===== config.mk =====
export PLATFORM = sky130hd
export DESIGN_NAME = rv32_ifu_flat
export DESIGN_NICKNAME = d
export VERILOG_FILES = /design/src/rtl/rv32_ifu_if.sv /design/src/rtl/rv32_ifu.sv /design/src/flat_wrapper.sv
export SDC_FILE = /design/constraint.sdc
export NUM_CORES = 1
export LEC_CHECK = 0
export CAP_MARGIN = 20
export CELL_PAD_IN_SITES_DETAIL_PLACEMENT = 0
export CELL_PAD_IN_SITES_GLOBAL_PLACEMENT = 1
export CORE_MARGIN = 3
export CORE_UTILIZATION = 41
export DETAILED_ROUTE_END_ITERATION = 6
export PLACE_DENSITY = 0.85
export SKIP_CTS_REPAIR_TIMING = 1
export SYNTH_ARGS = -nofsm -noshare
export SYNTH_HDL_FRONTEND = slang
export SYNTH_SLANG_ARGS = --single-unit

===== constraint.sdc =====
create_clock -name clk -period 5.86 [get_ports clk]
set_input_delay 0.586 -clock clk [delete_from_list [all_inputs] [get_ports clk]]
set_output_delay 0.586 -clock clk [all_outputs]
set_load 0.005 [all_outputs]

===== src/rtl/rv32_ifu_if.sv =====
// Instruction-fetch handshake bundle: ROM request/response, EXU redirect and decoder port.
// master = fetch unit side, slave = environment (ROM, EXU, decoder) side.
interface rv32_ifu_if;
   logic        imem_req_o;
   logic        imem_ready_i;
   logic [31:0] imem_addr_o;
   logic        imem_rvalid_i;
   logic [31:0] imem_rdata_i;
   logic        redirect_i;
   logic [31:0] redirect_pc_i;
   logic        instr_valid_o;
   logic        instr_ready_i;
   logic [31:0] instr_o;
   logic [31:0] pc_o;
   logic        misalign_o;

   modport master (
      output imem_req_o, imem_addr_o, instr_valid_o, instr_o, pc_o, misalign_o,
      input  imem_ready_i, imem_rvalid_i, imem_rdata_i, redirect_i, redirect_pc_i, instr_ready_i
   );

   modport slave (
      input  imem_req_o, imem_addr_o, instr_valid_o, instr_o, pc_o, misalign_o,
      output imem_ready_i, imem_rvalid_i, imem_rdata_i, redirect_i, redirect_pc_i, instr_ready_i
   );
endinterface


===== src/rtl/rv32_ifu.sv =====
// RV32 instruction fetch unit: one outstanding ROM request, small instruction FIFO,
// redirect with stale-response discard, halt on misaligned redirect target.
module rv32_ifu #(
   parameter logic [31:0] RESET_PC   = 32'h0000_0000,
   parameter int          FIFO_DEPTH = 2
) (
   input logic        clk,
   input logic        reset,
   rv32_ifu_if.master bus
);
   localparam int PW = $clog2(FIFO_DEPTH);
   localparam int CW = PW + 1;
   localparam logic [CW-1:0] DEPTH_L = CW'(FIFO_DEPTH);

   // state | meaning
   // RESET | in reset or first cycle after it, no fetch yet
   // FETCH | may issue a request (held off while a stale one is pending)
   // WAIT  | one live request outstanding, waiting for rvalid
   // HALT  | last redirect target misaligned, fetch stopped
   typedef enum logic [1:0] {ST_RESET, ST_FETCH, ST_WAIT, ST_HALT} state_e;

   state_e        state_q, state_d;
   logic [31:0]   pc_q, pc_d, req_pc_q, req_pc_d;
   logic          out_q, out_d, stale_q, stale_d;
   logic [PW-1:0] rd_ptr_q, rd_ptr_d, wr_ptr_q, wr_ptr_d;
   logic [CW-1:0] count_q, count_d, level;
   logic [63:0]   mem_q [FIFO_DEPTH];
   logic          valid, pop, rsp, push, req, accept, misaligned;

   always_comb begin
      misaligned = bus.redirect_pc_i[1:0] != 2'b00;
      valid      = (count_q != '0) && !reset;
      pop        = valid && bus.instr_ready_i;
      rsp        = bus.imem_rvalid_i && out_q;
      push       = rsp && !stale_q && !bus.redirect_i;
      level      = count_q + CW'(out_q);
      req        = (state_q == ST_FETCH) && !out_q && ((level < DEPTH_L) || pop) && !reset;
      accept     = req && bus.imem_ready_i;

      state_d = state_q;
      case (state_q)
         ST_RESET: state_d = ST_FETCH;
         ST_FETCH: if (accept) state_d = ST_WAIT;
         ST_WAIT:  if (bus.imem_rvalid_i) state_d = ST_FETCH;
         ST_HALT:  state_d = ST_HALT;
         default:  state_d = ST_RESET;
      endcase
      if (bus.redirect_i) state_d = misaligned ? ST_HALT : ST_FETCH;

      pc_d     = bus.redirect_i ? bus.redirect_pc_i : (accept ? pc_q + 32'd4 : pc_q);
      req_pc_d = accept ? pc_q : req_pc_q;
      // A request accepted in the redirect cycle itself is also stale.
      out_d    = (out_q && !bus.imem_rvalid_i) || accept;
      stale_d  = out_d && (stale_q || bus.redirect_i);

      rd_ptr_d = rd_ptr_q;
      wr_ptr_d = wr_ptr_q;
      count_d  = count_q;
      if (bus.redirect_i) begin
         rd_ptr_d = '0;
         wr_ptr_d = '0;
         count_d  = '0;
      end else begin
         if (pop)  rd_ptr_d = rd_ptr_q + PW'(1);
         if (push) wr_ptr_d = wr_ptr_q + PW'(1);
         count_d = count_q + CW'(push) - CW'(pop);
      end
   end

   always_ff @(posedge clk) begin
      if (reset) begin
         state_q  <= ST_RESET;
         pc_q     <= RESET_PC;
         req_pc_q <= RESET_PC;
         out_q    <= 1'b0;
         stale_q  <= 1'b0;
         rd_ptr_q <= '0;
         wr_ptr_q <= '0;
         count_q  <= '0;
      end else begin
         state_q  <= state_d;
         pc_q     <= pc_d;
         req_pc_q <= req_pc_d;
         out_q    <= out_d;
         stale_q  <= stale_d;
         rd_ptr_q <= rd_ptr_d;
         wr_ptr_q <= wr_ptr_d;
         count_q  <= count_d;
      end
   end

   always_ff @(posedge clk) begin
      if (push) mem_q[wr_ptr_q] <= {req_pc_q, bus.imem_rdata_i};
   end

   assign bus.imem_req_o    = req;
   assign bus.imem_addr_o   = pc_q;
   assign bus.instr_valid_o = valid;
   assign bus.instr_o       = mem_q[rd_ptr_q][31:0];
   assign bus.pc_o          = mem_q[rd_ptr_q][63:32];
   assign bus.misalign_o    = (state_q == ST_HALT) && !reset;
endmodule


===== src/flat_wrapper.sv =====
// flat-port wrapper written by rule: the top's interface ports become plain ports
module rv32_ifu_flat 
#(
   parameter logic [31:0] RESET_PC   = 32'h0000_0000,
   parameter int          FIFO_DEPTH = 2
)
  (clk, reset, bus_imem_req_o, bus_imem_addr_o, bus_instr_valid_o, bus_instr_o, bus_pc_o, bus_misalign_o, bus_imem_ready_i, bus_imem_rvalid_i, bus_imem_rdata_i, bus_redirect_i, bus_redirect_pc_i, bus_instr_ready_i);
  rv32_ifu_if bus_i ();
  input logic clk;
  input logic reset;
  output wire logic [$bits(bus_i.imem_req_o)-1:0] bus_imem_req_o;
  output wire logic [$bits(bus_i.imem_addr_o)-1:0] bus_imem_addr_o;
  output wire logic [$bits(bus_i.instr_valid_o)-1:0] bus_instr_valid_o;
  output wire logic [$bits(bus_i.instr_o)-1:0] bus_instr_o;
  output wire logic [$bits(bus_i.pc_o)-1:0] bus_pc_o;
  output wire logic [$bits(bus_i.misalign_o)-1:0] bus_misalign_o;
  input wire logic [$bits(bus_i.imem_ready_i)-1:0] bus_imem_ready_i;
  input wire logic [$bits(bus_i.imem_rvalid_i)-1:0] bus_imem_rvalid_i;
  input wire logic [$bits(bus_i.imem_rdata_i)-1:0] bus_imem_rdata_i;
  input wire logic [$bits(bus_i.redirect_i)-1:0] bus_redirect_i;
  input wire logic [$bits(bus_i.redirect_pc_i)-1:0] bus_redirect_pc_i;
  input wire logic [$bits(bus_i.instr_ready_i)-1:0] bus_instr_ready_i;
  assign bus_imem_req_o = bus_i.imem_req_o;
  assign bus_imem_addr_o = bus_i.imem_addr_o;
  assign bus_instr_valid_o = bus_i.instr_valid_o;
  assign bus_instr_o = bus_i.instr_o;
  assign bus_pc_o = bus_i.pc_o;
  assign bus_misalign_o = bus_i.misalign_o;
  assign bus_i.imem_ready_i = bus_imem_ready_i;
  assign bus_i.imem_rvalid_i = bus_imem_rvalid_i;
  assign bus_i.imem_rdata_i = bus_imem_rdata_i;
  assign bus_i.redirect_i = bus_redirect_i;
  assign bus_i.redirect_pc_i = bus_redirect_pc_i;
  assign bus_i.instr_ready_i = bus_instr_ready_i;
  rv32_ifu #(.RESET_PC(RESET_PC), .FIFO_DEPTH(FIFO_DEPTH)) u_core (.clk(clk), .reset(reset), .bus(bus_i));
endmodule

Word level (Yosys, flattened, before mapping)
Memories as Yosys holds them, arrays and structs flattened. A register that Yosys moved wholly into a read port is not among the register bits.
Index checks and enable logic that the tools add are counted.
{"block": "totals", "regBits": 72, "ram_bits": 128, "in_bits": 70, "out_inout_bits": 99, "word_cells": 58, "mem_count": 1}
{"block": "op_classes", "addsub": 6, "magnitude_cmp": 1, "n_eq_ne": 5, "muxes": 11, "n_reduce_logical": 26}
{"name": "u_core.mem_q", "depth": 2, "word_bits": 64, "rd": 1, "rd_ports_with_merged_regs": 1, "write_ports": 1, "line_no": "rv32_ifu.sv:27", "source": "logic [63:0] mem_q [FIFO_DEPTH];"}
{"op": "$mux W32", "n": 2}
{"op": "$add A32 B3 Y32 const B", "n": 1}
{"op": "$logic_and A1 B1 Y1", "n": 12}
{"op": "$mux W2", "n": 4}
{"op": "$pmux W2 S4", "n": 1}
{"op": "$reduce_bool A2 Y1", "n": 3}
{"op": "$logic_not A1 Y1", "n": 5}
{"op": "$add A2 B1 Y2", "n": 2}
{"op": "$eq A2 B2 Y1 const B", "n": 2}
{"op": "$mux W1", "n": 4}
{"op": "$logic_or A1 B1 Y1", "n": 3}
{"op": "$ne A3 B2 Y1 const B", "n": 1}
{"op": "$ne A3 B3 Y1 const B", "n": 1}
{"op": "$add A1 B1 Y1 const B", "n": 2}
{"op": "$eq A2 B1 Y1 const B", "n": 1}
{"op": "$logic_not A2 Y1", "n": 1}
{"op": "$lt A2 B2 Y1 const B", "n": 1}
{"op": "$reduce_and A2 Y1", "n": 1}
{"op": "$reduce_or A2 Y1", "n": 1}
{"op": "$sub A2 B1 Y2", "n": 1}

Depth between registers and ports, before layout
{"block": "depth", "ltp_word": 10, "ltp_mapped": 8}

Least setup slack after synthesis
Ideal clock, no wire load.
{"block": "synth_path", "path_kind": "input port to flip-flop", "from": "in bus_redirect_i", "to": "mem u_core.mem_q[0][0], enable pin", "setup_time_ps": 494, "t_arrival_ps": 3999, "t_required_ps": 5366, "slack_ps": 1367, "path_stages": 4, "path_buffers": 1, "cell_sequence": "clkbuf_1 nor2_1 and3_1 nor2b_1"}
{"block": "synth_via", "elab_chain_len": 4}
{"element": "start, declared", "line_no": "flat_wrapper.sv:20", "source": "input wire logic [$bits(bus_i.redirect_i)-1:0] bus_redirect_i;"}
{"element": "$logic_not A1 Y1", "line_no": "rv32_ifu.sv:35", "source": "push = rsp && !stale_q && !bus.redirect_i;"}
{"element": "$logic_and A1 B1 Y1", "line_no": "rv32_ifu.sv:35"}
{"element": "via u_core.push", "line_no": "rv32_ifu.sv:28", "source": "logic valid, pop, rsp, push, req, accept, misaligned;"}
{"element": "$mux W1", "line_no": "rv32_ifu.sv:93", "source": "if (push) mem_q[wr_ptr_q] <= {req_pc_q, bus.imem_rdata_i};"}
{"element": "$mux W1 (not written as such)", "line_no": "rv32_ifu.sv:93"}
{"element": "end, declared", "line_no": "rv32_ifu.sv:27"}
The timed path passes the listed nets, and every way through them passes these cells.

Worst setup path after layout
{"block": "layout_path", "from": "in bus_redirect_i", "to": "mem u_core.mem_q[0][29], enable pin"}
Same word-level chain as after synthesis.

==> flow_results.org <==
** Layout
- Antenna Cells :: 0
- Number of nets in the layout :: 840
- Summing all non-filler instances in the final layout gives an area of 0.0106 mm².
- Non-filler cells in the finished layout :: 1042
- The post-route netlist has 15.1% of its cells at a drive strength greater than 1.
- Measured on the finished design, the core utilization comes to 56.2%.
- Compared with the post-synthesis result, the final layout area differs by 33.9%.
- After filler insertion, the fill cell instance count of the layout stands at 1542.

** Placed design
- Last weighted congestion value of the routability-driven placer :: 0.832
- Once placement finished, the instance area stood at 0.00982 mm².
- Buffers placed on the I/O ports in this run total 168.
- DP Wirelength :: 12.2 mm
- Placement-stage worst setup slack :: 2.19 ns
- Number of placed instances with taps included :: approximately 1000

** Worst setup path
- Broken down by cell family, the worst path's largest delay share belongs to buffers and inverters.
- Walking the worst path, the cells encountered are clkdlybuf4s50_1, nor2_1, and3_1, nor2b_4, buf_4.
- Together, buffers and inverters on the worst path number 2.
- Capturing element type of the critical path :: flop
- Setup slack on the worst reg-to-reg path comes out at 3.43 ns.
- Endpoint of the worst-slack reg-to-reg timing path :: u_core.bus.imem_addr_o[29]$_SDFFE_PP0P_
- Worst setup path class :: in -> reg
- FF-to-FF Start :: u_core.state_q[1]$_SDFFE_PP0P_
- Number of cell instances on the worst register-to-register path :: 5
- Largest stage delay on the critical path :: 0.77 ns
- STA puts the critical path data arrival time at 3.26 ns.
- Startpoint type of the worst setup path :: input pin
- Endpoint required time on the critical path :: 5.98 ns
- Among all stages on the critical path, the largest delay is contributed by sky130_fd_sc_hd__clkdlybuf4s50_1.
- In this run the worst path has a maximum fanout of 35.

** Power
- Post-route total power :: 3.11 mW
- In this run the static leakage power is 3.63 nW.
- The worst-case IR drop observed on VDD is 0.000194 V.
- Power per cell area :: 294 mW/mm²

** Synthesis
- Number of nets produced by synthesis :: approximately 680
- The Yosys step of the flow raised 0 warnings.
- Synthesized flop and latch total :: between 200 and 250
- Distinct cell type count after synthesis :: 44
- Averaged over all synthesized cells, the footprint is about 13 µm².
- By instance count, the leading cell after synthesis is sky130_fd_sc_hd__edfxtp_1.
- Share of the synthesized area in the top cell type :: between 40% and 50%
- For this run, the leading register cell type out of synthesis is sky130_fd_sc_hd__edfxtp_1.
- Leading area contributor after synthesis :: sky130_fd_sc_hd__edfxtp_1
- Most area-consuming cells after synthesis :: sky130_fd_sc_hd__edfxtp_1 (49%), sky130_fd_sc_hd__dfxtp_1 (18%), sky130_fd_sc_hd__mux2_2 (9.3%)
- The mapped netlist covers 0.00791 mm².
- Count of flip-flops with a built-in enable after synthesis :: 128
- The commonest cells after synthesis are sky130_fd_sc_hd__edfxtp_1 (128), sky130_fd_sc_hd__nand2_1 (80), sky130_fd_sc_hd__dfxtp_1 (73).
- Fraction of registers with async set/reset :: 0%
- The share of the Yosys chip area taken by registers is 67.1%.
- After technology mapping, the gate count stands at about 600.

** Routing
- The first detailed-routing pass ran for 5 iterations.
- Dividing the detail-routed wire length by the instance count gives between 15 and 20 µm.
- In this run, the number of DRC markers left after iteration 0 of detailed routing was 265.
- Final routed DRC violation total :: 0
- Antenna-violating nets left :: 0
- Vias per std cell :: 5.00
- Via count of the routed design :: 5213
- Total detailed-routing wirelength :: 17.7 mm

** Global route
- Tot GR Track Use :: 16.2%
- The number of global-route vias before repair was 5234.
- Total congestion overflow after global routing :: 0
- Largest net degree at the start of global routing :: 65
- Initial antenna violation count :: 0
- The first global-routing pass estimated ~27 mm of wire.

** Clock network
- Clock latency on the worst-skew pair, taken at its later pin, is 0.49 ns.
- TritonCTS clock tree :: done
- Number of CTS-inserted buffers :: 21
- CTS placed an instance of sky130_fd_sc_hd__clkbuf_16 at the clock tree root.
- In this run the deepest clock path goes through 3 buffers.
- Clock-pin transition on the worst setup and hold timing paths :: roughly 0.06 ns
- TritonCTS Sinks :: 201
- In this run the number of H-tree levels came out at 1.

** Timing
- Setup repair after global routing left no endpoint under its margin.
- The worst path needs around 3.1 ns of the cycle, external delays included.
- The count of final max-slew check failures came to 0.
- Across the routed clock network, the largest skew measured is 0.0138 ns.
- Across all setup checks in the final design, the least slack found is 2.72 ns.
- Max transition margin :: 39.6%
- Final Hold Fails :: 0
- Setup violations remaining at the end of the flow were counted as 0.
- At the pin with the least slew margin, the transition time is about 0.9 ns.
- Setup total negative slack on the finished layout was measured at 0 ns.
- Of the available clock period, the critical path in the final layout requires 53.5%.
- For this run, the top clock speed supported by timing is 319 MHz.
- Final hold analysis gives a worst-case slack of 0.447 ns.

** Floorplanning
- The die is 145 µm wide.
- The region available for standard cell placement spans 0.0188 mm².
- Die Ht :: 145 µm
- I/O pin cnt :: 169
- Die ar. :: 0.0210 mm²
- Once the floorplan was initialized, standard cells occupied 42.0% of the core.
- The floorplan has 50 rows.

** Status
- Status :: finished clean

** Min path
- In this run the most critical hold path is launched from u_core.req_pc_q[31]$_SDFFE_PP0P_.
- The path with the worst hold slack has its endpoint at u_core.mem_q[0][63]$_DFFE_PP_.
- Number of cells on the worst hold path :: 0
- The tightest min-delay check is of the reg -> reg type.

** Flow run
- Across the run, the number of max-cap violations was 0.
==> metal layers <==
layer,track usage [%],up-vias,share of wire [%]
li1,-,2544,-
met1,22.5,2466,44
met2,26.7,178,47
met3,3.15,25,6.8
met4,3.63,0,1.5
met5,0,-,0
==> logic make-up after synthesis <==
kind of cell / synth area share, %
AND/OR/NAND/NOR: 11.9
adder cells (fa/ha/maj): 0.475
buffers and inverters: 2.20
AO/OA/AOI/OAI: 5.44
XOR/XNOR: 3.32
multiplexers: 9.51
flip-flops: 67.1
==> registers in the layout, summed over array words and instances (netlist names), named ones only <==
signal,cells
u_core.count_q,2
u_core.bus.imem_addr_o,32
u_core.state_q,2
u_core.rd_ptr_q,1
u_core.stale_q,1
u_core.out_q,1
u_core.wr_ptr_q,1
u_core.mem_q,128
u_core.req_pc_q,32
==> final cells by class <==
type	instances	area, µm²	share of cell area, %
flip-flops and latches	201	5310	50.1
multi-input cells	361	2440	23.1
repair buffers	174	1740	16.5
clock buffers	28	582	5.50
well taps	260	325	3.07
clock inverters	10	156	1.48
inverters	8	30.0	0.284
==> power by group <==
| group | leakage, nW | total (mW) | switching (mW) | internal (mW) |
|---|---|---|---|---|
| Sequential | 1.87 | 1.56 | 0.0340 | 1.52 |
| Combinational | 1.40 | 0.161 | 0.0658 | 0.0956 |
| Clock | 0.362 | 1.39 | 0.516 | 0.875 |
| Total | 3.63 | 3.11 | 0.616 | 2.49 |
==> worst max path at each step <==
stage | startpoint | to | cells after the start
2_1_floorplan | bus_redirect_i | u_core.mem_q[0][0]$_DFFE_PP_ | 4
3_3_place_gp | bus_redirect_i | u_core.mem_q[0][27]$_DFFE_PP_ | 5
3_5_place_dp | bus_redirect_i | u_core.mem_q[0][27]$_DFFE_PP_ | 5
4_1_cts | bus_redirect_i | u_core.mem_q[0][30]$_DFFE_PP_ | 5
5_1_grt | bus_redirect_i | u_core.mem_q[0][27]$_DFFE_PP_ | 5
6_report | bus_redirect_i | u_core.mem_q[0][29]$_DFFE_PP_ | 5
==> placed cells by master (no fill, tap or decap), types with 3 or more instances in the layout <==
master	instances
sky130_fd_sc_hd__clkinv_2	4
sky130_fd_sc_hd__nor3_1	10
sky130_fd_sc_hd__a311oi_1	3
sky130_fd_sc_hd__mux2_2	65
sky130_fd_sc_hd__clkbuf_8	3
sky130_fd_sc_hd__clkdlybuf4s50_1	167
sky130_fd_sc_hd__a211oi_1	21
sky130_fd_sc_hd__ha_1	3
sky130_fd_sc_hd__xor2_1	9
sky130_fd_sc_hd__nand3_1	9
sky130_fd_sc_hd__xnor2_1	21
sky130_fd_sc_hd__a21oi_1	40
sky130_fd_sc_hd__nor2_1	34
sky130_fd_sc_hd__nor4_1	10
sky130_fd_sc_hd__nand2_1	80
sky130_fd_sc_hd__o21ai_0	3
sky130_fd_sc_hd__clkbuf_1	4
sky130_fd_sc_hd__nand4_1	12
sky130_fd_sc_hd__inv_1	7
sky130_fd_sc_hd__edfxtp_1	128
sky130_fd_sc_hd__and2_1	4
sky130_fd_sc_hd__and3_1	5
sky130_fd_sc_hd__bufinv_16	4
sky130_fd_sc_hd__and4_1	6
sky130_fd_sc_hd__dfxtp_1	72
sky130_fd_sc_hd__clkbuf_16	21
sky130_fd_sc_hd__buf_4	5
Note: power is estimated with default switching activity, not from simulation.
